$ cat src/rtl/lmq_pcx_sched_if.sv
// rtl/lmq_pcx_sched_if.sv - LMQ/PCX scheduler signal bundle
interface lmq_pcx_sched_if #(
  parameter int CRED_W = 3
);
  logic [3:0]        ld_miss_g;
  logic [3:0]        lsu_ld_spec_vld_kill_w2;
  logic              pcx_ld_stall;
  logic              pcx_ld_ack;
  logic              pcx_credit_rtn;
  logic              cpx_ld_rtn_vld;
  logic [1:0]        cpx_ld_rtn_tid;
  logic [3:0]        lmq_enable;
  logic              ld_pcx_rq_vld;
  logic [3:0]        ld_pcx_rq_sel;
  logic [3:0]        lmq_busy;
  logic              ld_alloc_err;
  logic [CRED_W-1:0] pcx_credits;

  modport slave (
    input  ld_miss_g, lsu_ld_spec_vld_kill_w2, pcx_ld_stall, pcx_ld_ack,
           pcx_credit_rtn, cpx_ld_rtn_vld, cpx_ld_rtn_tid,
    output lmq_enable, ld_pcx_rq_vld, ld_pcx_rq_sel, lmq_busy, ld_alloc_err,
           pcx_credits
  );

  modport master (
    output ld_miss_g, lsu_ld_spec_vld_kill_w2, pcx_ld_stall, pcx_ld_ack,
           pcx_credit_rtn, cpx_ld_rtn_vld, cpx_ld_rtn_tid,
    input  lmq_enable, ld_pcx_rq_vld, ld_pcx_rq_sel, lmq_busy, ld_alloc_err,
           pcx_credits
  );
endinterface

$ cat src/rtl/lmq_pcx_sched.sv
// rtl/lmq_pcx_sched.sv - per-thread LMQ sequencer and credit-metered PCX load scheduler
// LMQ_SINGLE_THREAD_EN: keep only thread 0 and drop the round-robin pointer.
module lmq_pcx_sched #(
  parameter int NUM_CREDITS = 2,
  parameter int CRED_W      = 3
) (
  input  logic            clk,
  input  logic            reset,
  lmq_pcx_sched_if.slave  bus
);

`ifdef LMQ_SINGLE_THREAD_EN
  localparam logic [3:0] THR_MASK = 4'b0001;
`else
  localparam logic [3:0] THR_MASK = 4'b1111;
`endif
  localparam logic [CRED_W-1:0] CRED_MAX = CRED_W'(NUM_CREDITS);
  localparam logic [CRED_W-1:0] CRED_ONE = CRED_W'(1);

  typedef enum logic [2:0] {S_IDLE, S_SPEC, S_PEND, S_ISSUED, S_WAIT} state_e;

  state_e            state_q [4];
  state_e            state_d [4];
  logic              vld_q, vld_d;
  logic [3:0]        sel_q, sel_d;
  logic [CRED_W-1:0] credits_q, credits_d;
  logic              err_q, err_d;

  logic [3:0] miss, kill, idle, pend, win_oh;
  logic       ack, pick;

  // Masking here makes the unused threads constant IDLE in single-thread builds.
  assign miss = bus.ld_miss_g & THR_MASK;
  assign kill = bus.lsu_ld_spec_vld_kill_w2 & THR_MASK;
  assign ack  = bus.pcx_ld_ack & vld_q;
  assign pick = !vld_q && !bus.pcx_ld_stall && (credits_q != '0) && (pend != 4'b0000);

  always_comb begin
    idle = 4'b0000;
    pend = 4'b0000;
    for (int t = 0; t < 4; t++) begin
      idle[t] = (state_q[t] == S_IDLE);
      pend[t] = (state_q[t] == S_PEND);
    end
  end

`ifdef LMQ_SINGLE_THREAD_EN
  assign win_oh = 4'b0001;
`else
  logic [1:0] ptr_q, ptr_d, win_idx;

  always_comb begin
    logic       found;
    logic [1:0] idx;
    found   = 1'b0;
    idx     = ptr_q;
    win_idx = ptr_q;
    for (int i = 1; i <= 4; i++) begin
      idx = ptr_q + 2'(i);
      if (!found && pend[idx]) begin
        found   = 1'b1;
        win_idx = idx;
      end
    end
    ptr_d = pick ? win_idx : ptr_q;
  end

  assign win_oh = 4'b0001 << win_idx;

  always_ff @(posedge clk or posedge reset) begin
    if (reset) ptr_q <= 2'd3;
    else       ptr_q <= ptr_d;
  end
`endif

  always_comb begin
    for (int t = 0; t < 4; t++) begin
      state_d[t] = state_q[t];
      case (state_q[t])
        S_IDLE:   if (miss[t]) state_d[t] = S_SPEC;
        S_SPEC:   state_d[t] = kill[t] ? S_IDLE : S_PEND;
        S_PEND:   if (pick && win_oh[t]) state_d[t] = S_ISSUED;
        S_ISSUED: if (ack && sel_q[t]) state_d[t] = S_WAIT;
        S_WAIT:   if (bus.cpx_ld_rtn_vld && bus.cpx_ld_rtn_tid == 2'(t)) state_d[t] = S_IDLE;
        default:  state_d[t] = S_IDLE;
      endcase
    end
  end

  always_comb begin
    vld_d     = vld_q;
    sel_d     = sel_q;
    credits_d = credits_q;
    err_d     = (miss & ~idle) != 4'b0000;
    if (ack) begin
      vld_d = 1'b0;
      sel_d = 4'b0000;
    end else if (pick) begin
      vld_d = 1'b1;
      sel_d = win_oh;
    end
    // Simultaneous ack and credit return cancel out.
    if (ack && !bus.pcx_credit_rtn)
      credits_d = credits_q - CRED_ONE;
    else if (!ack && bus.pcx_credit_rtn && credits_q != CRED_MAX)
      credits_d = credits_q + CRED_ONE;
  end

  always_ff @(posedge clk or posedge reset) begin
    if (reset) begin
      for (int t = 0; t < 4; t++) state_q[t] <= S_IDLE;
      vld_q     <= 1'b0;
      sel_q     <= 4'b0000;
      credits_q <= CRED_MAX;
      err_q     <= 1'b0;
    end else begin
      for (int t = 0; t < 4; t++) state_q[t] <= state_d[t];
      vld_q     <= vld_d;
      sel_q     <= sel_d;
      credits_q <= credits_d;
      err_q     <= err_d;
    end
  end

  assign bus.lmq_enable    = miss & idle;
  assign bus.lmq_busy      = ~idle & THR_MASK;
  assign bus.ld_pcx_rq_vld = vld_q;
  assign bus.ld_pcx_rq_sel = sel_q;
  assign bus.ld_alloc_err  = err_q;
  assign bus.pcx_credits   = credits_q;

endmodule

$ cat src/flat_wrapper.sv
// flat-port wrapper written by rule: the top's interface ports become plain ports
module lmq_pcx_sched_flat 
#(
  parameter int NUM_CREDITS = 2,
  parameter int CRED_W      = 3
)
  (clk, reset, bus_ld_miss_g, bus_lsu_ld_spec_vld_kill_w2, bus_pcx_ld_stall, bus_pcx_ld_ack, bus_pcx_credit_rtn, bus_cpx_ld_rtn_vld, bus_cpx_ld_rtn_tid, bus_lmq_enable, bus_ld_pcx_rq_vld, bus_ld_pcx_rq_sel, bus_lmq_busy, bus_ld_alloc_err, bus_pcx_credits);
  lmq_pcx_sched_if #(.CRED_W(CRED_W)) bus_i ();
  input  logic clk;
  input  logic reset;
  input wire logic [$bits(bus_i.ld_miss_g)-1:0] bus_ld_miss_g;
  input wire logic [$bits(bus_i.lsu_ld_spec_vld_kill_w2)-1:0] bus_lsu_ld_spec_vld_kill_w2;
  input wire logic [$bits(bus_i.pcx_ld_stall)-1:0] bus_pcx_ld_stall;
  input wire logic [$bits(bus_i.pcx_ld_ack)-1:0] bus_pcx_ld_ack;
  input wire logic [$bits(bus_i.pcx_credit_rtn)-1:0] bus_pcx_credit_rtn;
  input wire logic [$bits(bus_i.cpx_ld_rtn_vld)-1:0] bus_cpx_ld_rtn_vld;
  input wire logic [$bits(bus_i.cpx_ld_rtn_tid)-1:0] bus_cpx_ld_rtn_tid;
  output wire logic [$bits(bus_i.lmq_enable)-1:0] bus_lmq_enable;
  output wire logic [$bits(bus_i.ld_pcx_rq_vld)-1:0] bus_ld_pcx_rq_vld;
  output wire logic [$bits(bus_i.ld_pcx_rq_sel)-1:0] bus_ld_pcx_rq_sel;
  output wire logic [$bits(bus_i.lmq_busy)-1:0] bus_lmq_busy;
  output wire logic [$bits(bus_i.ld_alloc_err)-1:0] bus_ld_alloc_err;
  output wire logic [$bits(bus_i.pcx_credits)-1:0] bus_pcx_credits;
  assign bus_i.ld_miss_g = bus_ld_miss_g;
  assign bus_i.lsu_ld_spec_vld_kill_w2 = bus_lsu_ld_spec_vld_kill_w2;
  assign bus_i.pcx_ld_stall = bus_pcx_ld_stall;
  assign bus_i.pcx_ld_ack = bus_pcx_ld_ack;
  assign bus_i.pcx_credit_rtn = bus_pcx_credit_rtn;
  assign bus_i.cpx_ld_rtn_vld = bus_cpx_ld_rtn_vld;
  assign bus_i.cpx_ld_rtn_tid = bus_cpx_ld_rtn_tid;
  assign bus_lmq_enable = bus_i.lmq_enable;
  assign bus_ld_pcx_rq_vld = bus_i.ld_pcx_rq_vld;
  assign bus_ld_pcx_rq_sel = bus_i.ld_pcx_rq_sel;
  assign bus_lmq_busy = bus_i.lmq_busy;
  assign bus_ld_alloc_err = bus_i.ld_alloc_err;
  assign bus_pcx_credits = bus_i.pcx_credits;
  lmq_pcx_sched #(.NUM_CREDITS(NUM_CREDITS), .CRED_W(CRED_W)) u_core (.clk(clk), .reset(reset), .bus(bus_i));
endmodule
$ cat config.mk
export PLATFORM = sky130hd
export DESIGN_NAME = lmq_pcx_sched_flat
export DESIGN_NICKNAME = d
export VERILOG_FILES = /design/src/rtl/lmq_pcx_sched_if.sv /design/src/rtl/lmq_pcx_sched.sv /design/src/flat_wrapper.sv
export SDC_FILE = /design/constraint.sdc
export NUM_CORES = 1
export LEC_CHECK = 0
export ABC_AREA = 1
export BUFFER_PORTS_ARGS = -buffer_cell sky130_fd_sc_hd__clkbuf_2
export CAP_MARGIN = 30
export CORE_ASPECT_RATIO = 1.2
export CORE_MARGIN = 3
export CORE_UTILIZATION = 58
export CTS_CLUSTER_DIAMETER = 200
export DETAILED_ROUTE_END_ITERATION = 8
export PLACE_DENSITY = 0.84
export SLEW_MARGIN = 20
export SYNTH_ARGS = -nofsm -noshare
export SYNTH_HDL_FRONTEND = slang
export SYNTH_SLANG_ARGS = --single-unit
$ cat constraint.sdc
create_clock -name clk -period 4.9 [get_ports clk]
set_input_delay 0.735 -clock clk [delete_from_list [all_inputs] [get_ports clk]]
set_output_delay 0.735 -clock clk [all_outputs]
set_load 0.05 [all_outputs]
==> impl_results.md, run 1 <==
* Status: completed
* Setup TNS at 0 ps
* Chip width at 53.9 µm
* Dpl ws at 2700 ps
* CP max stage cell: dfrtp_1
* Clock skew at 0.857 ps
* Main combinational cell family by area after synthesis: simple AND/OR/NAND/NOR gates
* Seq/Total Area, Yosys at 36.3%
* Hold Path Class: reg -> reg
* Max cap viols at 0
* Worst endpoint data arrival time at 1620 ps
* Final hold vios at 0
* Slew @ Worst Pin at 854 ps
* Die area at 3420 µm²
* Synth Warn # at 0
* Vias per cell at 5.54
* Maximum clock insertion buffer count at 2
* Placer Congestion at 0.885
* Syn_nets at 230
* Worst path required time at 4160 ps
* Top_reg_cell synth: dfrtp_1
* Largest net degree at the start of global routing at 24
* DRT Wirelength at 3540 µm
* Post-synthesis cell area at 1600 µm²
* Hold Path Origin: u_core.bus.pcx_credits[1]
* Syn Inst Count at 213
* Cell mode on critical path: nor2_1
* Synth cell types at 33
* Crit path max-delay family: flip-flops
* First-pass GRT wire length at 6080 µm
* Hold buffer count at cts at 0
* Worst rel slew slack at 43.0%
* Starting Density at 61.9%
* Routed Antenna Nets at 0
* Synthesized area per cell at 7.49 µm²
* Core area at 2580 µm²
* Post-Synth Simple-Gate Area at 39.6%
* Initial antenna violation count at 0
* Final period util at 48.1%
* Tot GR Track Use at 23.6%
* # nets final at 266
* Adder-Cell Fraction of Synth Area at 1.25%
* CTS root buf: clkbuf_4
* Die Ht at 63.5 µm
* Via count at 1557
* Share of synthesized registers carrying an async set or reset at 100%
* Critical Path Source: u_core.state_q[9]
* DP Wirelength at 2870 µm
* Pre-Repair DR Iteration Count at 5
* XOR/XNOR Fraction of Synth Area at 1.10%
* Worst Setup Start Kind: flip-flop
* Antenna Cells at 0
* Synth Area in Compound Gates at 11.8%
* I/O Buffers at 32
* WL/cell at 12.6 µm
* CTS buffer count at 3
* Max incr delay on CP at 450 ps
* # setup viols final at 0
* H-tree Lvls at 1
* Drt drc at 0
* Period minus WS final at 2360 ps
* Fmax at 424 MHz
* CP Cell Sequence: nor2_1 > inv_1 > nor2_1 > inv_1 > nor2_1 > clkbuf_2
* Latest clock arrival within the worst-skew pair at 310 ps
* Vias in the first global route at 1434
* Unrepaired setup endpoints after global routing: false
* Post-CTS setup buffers at 0
* Initial DRC count at 65
* Max-slew violation count at 0
* Clock transition at path regs at 120 ps
* Post-synthesis mux area share at 0%
* Rows at 20
* CTS tree: done
* Peak fanout along the critical path at 4
* Number of gates resized after cts at 0
* GRT overflow at 0
* Layout cells sized above 1 at 27.8%
* Clk sinks at 23
* Critical Path End Type: primary output
* I/O pin count at 33
* Crit Path Class: reg -> out
* #FFs+latches synth at 23
* Bufs and invs on worst path at 3
* EDFF count, synth at 0
* Reg2Reg Launch Point: u_core.ptr_q[0]
* Final worst setup slack at 2540 ps
* Area Overhead vs Synth at 13.6%
## cell usage after synthesis (2+ instances only)
master    number  share of area, %
nand4_1        3               1.2
o21ai_0       11               3.5
nand3_1       26               8.2
nor2_1        18               4.2
nor2_2         4               1.6
nand2_1       45                11
nand2_4        2               1.4
a21oi_1        5               1.6
nor3_1         3              0.94
dfstp_2        3               4.9
o311ai_0       3               1.6
nand2_2       10               3.9
o211ai_1       3               1.4
dfrtp_1       20                31
nand3_2        7               4.4
inv_1         33               7.8
## sequential cells by signal, indices dropped and copies added (netlist names)
register / count
u_core.state_q: 12
u_core.ptr_q: 2
u_core.bus.ld_pcx_rq_sel: 4
u_core.bus.ld_alloc_err: 1
u_core.bus.ld_pcx_rq_vld: 1
u_core.bus.pcx_credits: 3
## per-layer routing
layer | track usage (%) | share of wire (%)
met4 | 7.99 | 1.2
met3 | 2.13 | 6.8
met1 | 31.4 | 42
met2 | 38.9 | 50
met5 | 0 | 0
## kinds of logic after synthesis
group	after synthesis
compound gates	27
xor+xnor	2
simple gates	123
fa+ha+maj	1
buf+inv	37
flops	23
## cell usage in the layout, fill, tap and decap left out, types with 2 or more instances in the layout
cell and count:
nand3_2 7, o311ai_0 3, clkbuf_2 32, o21ai_0 11, o211ai_1 3, nand2_1 45, nor3_1 3, nor2_1 18
a21oi_1 5, nand2_2 10, clkbuf_4 3, nand2_4 2, inv_1 33, nand4_1 3, nor2_2 4, dfrtp_1 20
dfstp_2 3, nand3_1 26
## through the flow
step	util (%)	std cells	instance area, µm²	hold slack (ps)
2_1_floorplan	-	213	1600	507
3_3_place_gp	69.3	277	1790	522
3_5_place_dp	69.3	277	1790	533
4_1_cts	70.3	281	1810	550
5_1_grt	70.3	281	1810	605
6_report	70.3	281	1810	546
## tightest hold or removal path: cells and delay by family (launching register included)
kind | cells | cell delay, ps
AOI/OAI and AO/OA | 1 | 40
and+or+nand+nor | 1 | 100
DFF | 1 | 410
## final cells by class
| class | instances | area (µm²) |
|---|---|---|
| multi-input combinational | 153 | 857 |
| tap | 33 | 41.3 |
| fill | 231 | 766 |
| sequential | 23 | 579 |
| clock buffer | 4 | 26.3 |
| timing repair buffer | 32 | 160 |
| inverter | 36 | 148 |
## final timing paths
path / to / slack [ps] / depth (start not counted)
max reg2reg: u_core.state_q[10] / 2970 / 9
max in group asynchronous: u_core.bus.ld_pcx_rq_vld / 3820 / 2
min reg2reg: u_core.bus.pcx_credits[1] / 550 / 2
min in group asynchronous: u_core.state_q[7] / 560 / 2
max: bus_lmq_enable[0] / 2540 / 6
min: u_core.bus.pcx_credits[1] / 550 / 2
Power of run 1 is not shown: default switching activity piles up to over one toggle a cycle in this logic, so the estimate is an artifact.
==> inputs of run 2 (changes only) <==
--- a/config.mk
+++ b/config.mk
@@ -10,10 +10,10 @@
 export CAP_MARGIN = 30
 export CORE_ASPECT_RATIO = 1.2
 export CORE_MARGIN = 3
-export CORE_UTILIZATION = 58
+export CORE_UTILIZATION = 54
 export CTS_CLUSTER_DIAMETER = 200
 export DETAILED_ROUTE_END_ITERATION = 8
-export PLACE_DENSITY = 0.84
+export PLACE_DENSITY = 0.79
 export SLEW_MARGIN = 20
 export SYNTH_ARGS = -nofsm -noshare
 export SYNTH_HDL_FRONTEND = slang
==> constraint.sdc (replaced) <==
create_clock -name clk -period 2.35 [get_ports clk]
set_input_delay 0.3525 -clock clk [delete_from_list [all_inputs] [get_ports clk]]
set_output_delay 0.3525 -clock clk [all_outputs]
set_load 0.05 [all_outputs]
==> run 2 against run 1 <==
Register-to-register slack lost 2500 ps. Via count is 2.3% lower. Highest routed layer unchanged. Clock skew about the same. Global-route usage shrank 2.6 points. Die area grew 6.6%. Design area rose by 1.8%. Sequential share of layout area fell by 0.56 points.
==> impl_results.md, run 2 (synthesis results as in run 1) <==
* Status: completed (unchanged)
* Antenna Cells at 0 (unchanged)
* Critical Path End Type: primary output (unchanged)
* Setup TNS at 0 ps (unchanged)
* Tot GR Track Use at 20.9% (was 23.6%)
* Pre-Repair DR Iteration Count at 4 (was 5)
* Routed Antenna Nets at 0 (unchanged)
* Peak fanout along the critical path at 6 (was 4)
* CP max stage cell: dfrtp_1 (unchanged)
* Most frequent cells in the layout: nand2_1 (45), inv_1 (33), clkbuf_2 (32) (unchanged)
* Worst path required time at 2000 ps (was 4160 ps)
* Crit path max-delay family: flip-flops (unchanged)
* GRT overflow at 0 (unchanged)
* Period minus WS final at 1950 ps
* CTS buffer count at 3 (unchanged)
* Initial antenna violation count at 0 (unchanged)
* First-pass GRT wire length at 6170 µm (was 6080 µm)
* Clk sinks at 23 (unchanged)
* Initial DRC count at 64 (was 65)
* WL/cell at 12.9 µm (was 12.6 µm)
* Met3 Track Usage GR at 3.14% (was 2.13%)
* Vias in the first global route at 1411 (was 1434)
* Max reg flops at 12 (unchanged)
* Starting Density at 59.6% (was 61.9%)
* Clock transition at path regs at 130 ps (was 120 ps)
* I/O Buffers at 32 (unchanged)
* Placer Congestion at 0.864 (was 0.885)
* Bufs and invs on worst path at 3 (unchanged)
* Routing usage on met2 at 36.4% (was 38.9%)
* Rows at 20 (unchanged)
* Drt drc at 0 (unchanged)
* Unrepaired setup endpoints after global routing: false (unchanged)
* Number of gates resized after cts at 0 (unchanged)
* Chip width at 55.6 µm (was 53.9 µm)
* Largest net degree at the start of global routing at 24 (unchanged)
* Latest clock arrival within the worst-skew pair at 310 ps (about the same)
* Top Usage Layer GRT: met2 (unchanged)
* CTS tree: done (unchanged)
* Fmax at 513 MHz
* DP Wirelength at 2950 µm (was 2870 µm)
* # nets final at 269 (was 266)
* Filler cells at 247 (was 231)
* Commonest non-fill, non-tap cell in the layout: nand2_1 (unchanged)
* Worst Setup Start Kind: flip-flop (unchanged)
* Multi-input logic area at 857 µm² (unchanged)
* Die Ht at 65.5 µm (was 63.5 µm)
* CP Cell Sequence: nor2_1 > inv_1 > nor2_1 > inv_1 > nor2_1 > clkbuf_2 (unchanged)
* Crit Path Class: reg -> out (unchanged)
* Worst rel slew slack at 67.3% (was 43.0%)
* H-tree Lvls at 1 (unchanged)
* Final hold vios at 0 (unchanged)
* Die area at 3650 µm² (was 3420 µm²)
* Max cap viols at 0 (unchanged)
* CTS root buf: clkbuf_4 (unchanged)
* Vias per cell at 5.36 (was 5.54)
* Sequential cell area at 579 µm² (unchanged)
* Layout cells sized above 1 at 28.3% (was 27.8%)
* Maximum clock insertion buffer count at 2 (unchanged)
* Final period util at 83.0%
* Clock skew at 0.923 ps (was 0.857 ps)
* DRT Wirelength at 3650 µm (was 3540 µm)
* Via count at 1521 (was 1557)
* Hold Path Class: in -> reg (was reg -> reg)
* Max-slew violation count at 0 (unchanged)
* Slew @ Worst Pin at 484 ps (was 854 ps)
* Cell mode on critical path: nor2_1 (unchanged)
* Core area at 2680 µm² (was 2580 µm²)
* Max incr delay on CP at 470 ps (was 450 ps)
* I/O pin count at 33 (unchanged)
* Area Overhead vs Synth at 15.6% (was 13.6%)
* # setup viols final at 0 (unchanged)
* Top reg by flops: u_core.state_q (unchanged)
* Worst endpoint data arrival time at 1600 ps (was 1620 ps)
* Met1 Usage GRT at 26.9% (was 31.4%)
==> run 2: final cells by class <==
type                       count  area share, %
multi-input combinational    153           46.5
sequential                    23           31.4
timing repair buffer          35           10.4
inverter                      36           8.01
tap                           33           2.24
clock buffer                   4           1.42
==> run 2: through the flow <==
| stage | worst slack, ps | hold WS, ps | instance area [µm²] | util, % | cells |
|---|---|---|---|---|---|
| 3_3_place_gp | 481 | 527 | 1790 | 67.0 | 278 |
| 3_5_place_dp | 444 | 531 | 1790 | 67.0 | 278 |
| 6_report | 399 | 245 | 1840 | 68.9 | 284 |
| 5_1_grt | 163 | 250 | 1840 | 68.9 | 284 |
| 2_1_floorplan | 275 | 352 | 1600 | - | 213 |
| 4_1_cts | 386 | 207 | 1820 | 67.9 | 282 |
==> run 2: path summary, 6_finish.rpt <==
| path | from | endpoint | slack (ps) | depth (start not counted) |
|---|---|---|---|---|
| min in group asynchronous | reset | u_core.state_q[3] | 520 | 3 |
| max in group asynchronous | reset | u_core.ptr_q[1] | 1330 | 4 |
| worst max register to register | u_core.ptr_q[0] | u_core.state_q[1] | 430 | 13 |
| worst max-delay path | u_core.state_q[10] | bus_lmq_enable[0] | 400 | 6 |
| worst min-delay path | bus_pcx_ld_ack | u_core.bus.ld_pcx_rq_vld | 240 | 2 |
| worst min register to register | u_core.bus.pcx_credits[1] | u_core.bus.pcx_credits[1] | 550 | 2 |
==> run 2: worst reg2reg max path: stages (launching register included) <==
cell and delay (ps):
dfstp_2 690, inv_8 70, nand3_1 140, nand3_2 130, nand2_4 120, nand3_2 80, nand2_2 90, nand2_1 70
nor2_2 100, nand2_1 90, nand2_2 90, nand2_1 50, nand2_1 60, nand2_1 40
==> run 2: repair_timing <==
action / CTS / global route
buffers inserted: 0 / 0
setup endpoints to repair: 0 / 0
hold buffers: 0 / 1
hold endpoints to repair: 0 / 6
==> run 2: metal layers <==
| layer | up-vias | wire [µm] |
|---|---|---|
| li1 | 779 | - |
| met1 | 685 | 1580 |
| met2 | 50 | 1830 |
| met3 | 7 | 194 |
| met4 | 0 | 48 |
| met5 | - | 0 |
Power of run 2 is left out for the same reason.
==> inputs of run 3 (changes only) <==
==> constraint.sdc (replaced) <==
create_clock -name clk -period 1.8 [get_ports clk]
set_input_delay 0.27 -clock clk [delete_from_list [all_inputs] [get_ports clk]]
set_output_delay 0.27 -clock clk [all_outputs]
set_load 0.05 [all_outputs]
==> run 3 against run 2 <==
Hold slack got worse by 75 ps. Highest routed layer unchanged. Die area did not move. Clock-buffer cell count did not move. The flow now finishes with violations (setup timing).
==> impl_results.md, run 3 (synthesis results as in run 1) <==
* Status: finished with violations (was completed)
* Die area at 3650 µm² (unchanged)
* Clk sinks at 23 (unchanged)
* Crit Path Class: reg -> reg (was reg -> out)
* CP max stage cell: dfstp_2 (was dfrtp_1)
* Critical Path End Type: flip-flop (was primary output)
* DP Wirelength at 3170 µm (was 2950 µm)
* # nets final at 281 (was 269)
* CP Cell Sequence: inv_8 > nand2_4 > nand2_4 > clkinv_4 > nand3_4 > nand2_4 > nand4_1 > a21oi_2 > nand2_2 > nand2_4 > o211ai_1 (was nor2_1 > inv_1 > nor2_1 > inv_1 > nor2_1 > clkbuf_2)
* Fmax at 507 MHz
* Clock skew at 2.37 ps (was 0.923 ps)
* First-pass GRT wire length at 6790 µm (was 6170 µm)
* Initial DRC count at 63 (was 64)
* GRT overflow at 0 (unchanged)
* Max incr delay on CP at 690 ps (was 470 ps)
* Hold Path Class: in -> reg (unchanged)
* CTS buffer count at 3 (unchanged)
* Util after Layout at 76.0% (was 68.9%)
* Largest net degree at the start of global routing at 13 (was 24)
* DRT Wirelength at 4040 µm (was 3650 µm)
* I/O Buffers at 32 (unchanged)
* # setup viols final at 14 (was 0)
* Vias per cell at 5.45 (was 5.36)
* Worst rel slew slack at 67.0% (was 67.3%)
* Initial antenna violation count at 0 (unchanged)
* Drt drc at 0 (unchanged)
* Tot GR Track Use at 23.1% (was 20.9%)
* I/O pin count at 33 (unchanged)
* Top reg by flops: u_core.state_q (unchanged)
* Crit path max-delay family: flip-flops (unchanged)
* WL/cell at 13.6 µm (was 12.9 µm)
* CTS tree: done (unchanged)
* Peak fanout along the critical path at 8 (was 6)
* Cell mode on critical path: nand2_4 (was nor2_1)
* Routed Antenna Nets at 0 (unchanged)
* Most frequent cells in the layout: nand2_1 (40), inv_1 (32), clkbuf_2 (26) (was nand2_1 (45), inv_1 (33), clkbuf_2 (32))
* Worst Setup Start Kind: flip-flop (unchanged)
* Vias in the first global route at 1577 (was 1411)
* CTS root buf: clkbuf_4 (unchanged)
* Die Ht at 65.5 µm (unchanged)
* Layout cells sized above 1 at 39.5% (was 28.3%)
* Rows at 20 (unchanged)
* Failing checks: setup timing
* Final period util at 109%
* Slew @ Worst Pin at 489 ps (was 484 ps)
* Unrepaired setup endpoints after global routing: true (was false)
* Worst endpoint data arrival time at 2150 ps (was 1600 ps)
* Maximum clock insertion buffer count at 2 (unchanged)
* Placer Congestion at 0.898 (was 0.864)
* Period minus WS final at 1970 ps
* Max reg flops at 12 (unchanged)
* Bufs and invs on worst path at 2 (was 3)
* Worst path required time at 1980 ps (was 2000 ps)
* Latest clock arrival within the worst-skew pair at 300 ps (was 310 ps)
* Clock transition at path regs at 130 ps (about the same)
* Core area at 2680 µm² (unchanged)
* Area Overhead vs Synth at 27.5% (was 15.6%)
* Final worst setup slack at -171 ps (was 399 ps)
* Commonest non-fill, non-tap cell in the layout: nand2_1 (unchanged)
* Chip width at 55.6 µm (unchanged)
* Pre-Repair DR Iteration Count at 4 (unchanged)
* H-tree Lvls at 1 (unchanged)
* Final hold vios at 0 (unchanged)
* Max cap viols at 0 (unchanged)
* Via count at 1612 (was 1521)
* Antenna Cells at 0 (unchanged)
* Max-slew violation count at 0 (unchanged)
* Starting Density at 59.6% (unchanged)
## run 3: cell type report
type | count | area (µm²)
multi-input cells | 153 | 946
well taps | 33 | 41.3
flip-flops and latches | 23 | 584
inverters | 36 | 148
fillers | 208 | 643
clock buffers | 4 | 26.3
repair buffers | 47 | 289
## run 3: final timing paths
kind	slack, ps	from	cells after the start	end
setup / recovery	-170	u_core.ptr_q[0]	11	u_core.state_q[4]
hold / removal	170	bus_pcx_ld_ack	2	u_core.bus.ld_pcx_rq_vld
setup reg to reg	-170	u_core.ptr_q[0]	11	u_core.state_q[4]
hold reg to reg	550	u_core.bus.pcx_credits[1]	2	u_core.bus.pcx_credits[1]
max in group asynchronous	820	reset	4	u_core.state_q[1]
min in group asynchronous	490	reset	3	u_core.bus.pcx_credits[0]
## run 3: stage by stage
| step | setup slack [ps] | TNS (ps) | hold WS, ps | area [µm²] | instances |
|---|---|---|---|---|---|
| after global placement | -42.8 | -146 | 276 | 1890 | 289 |
| after CTS | -83.1 | -415 | 181 | 1950 | 295 |
| after global routing | -241 | -2950 | 190 | 2030 | 296 |
| after floorplan | -24.7 | -24.7 | 270 | 1610 | 213 |
| final | -171 | -1480 | 169 | 2030 | 296 |
| after detailed placement | -85.7 | -479 | 282 | 1890 | 289 |
## run 3: metal layers
metal / track usage (%) / part of all wire, % / vias up
met1: 29.8 / 42 / 761
met3: 3.34 / 4.5 / 6
met2: 39.3 / 51 / 40
li1: - / - / 805
met4: 8.21 / 1.7 / 0
met5: 0 / 0 / -
## run 3: repair_timing
action	4_1_cts	5_1_grt
buffers inserted	1	1
endpoints found under the hold margin	7	0
setup endpoints to repair	16	25
pin swaps	3	12
cloned	0	0
resized for setup	7	29
hold buffers	1	0
## run 3: worst register-to-register path: cells and delay by family, from the launching register on
kind	cells	cell delay [ps]
and+or+nand+nor	7	670
buffers and inverters	2	130
AOI/OAI and AO/OA	2	350
DFF	1	690
Power of run 3 is left out for the same reason.
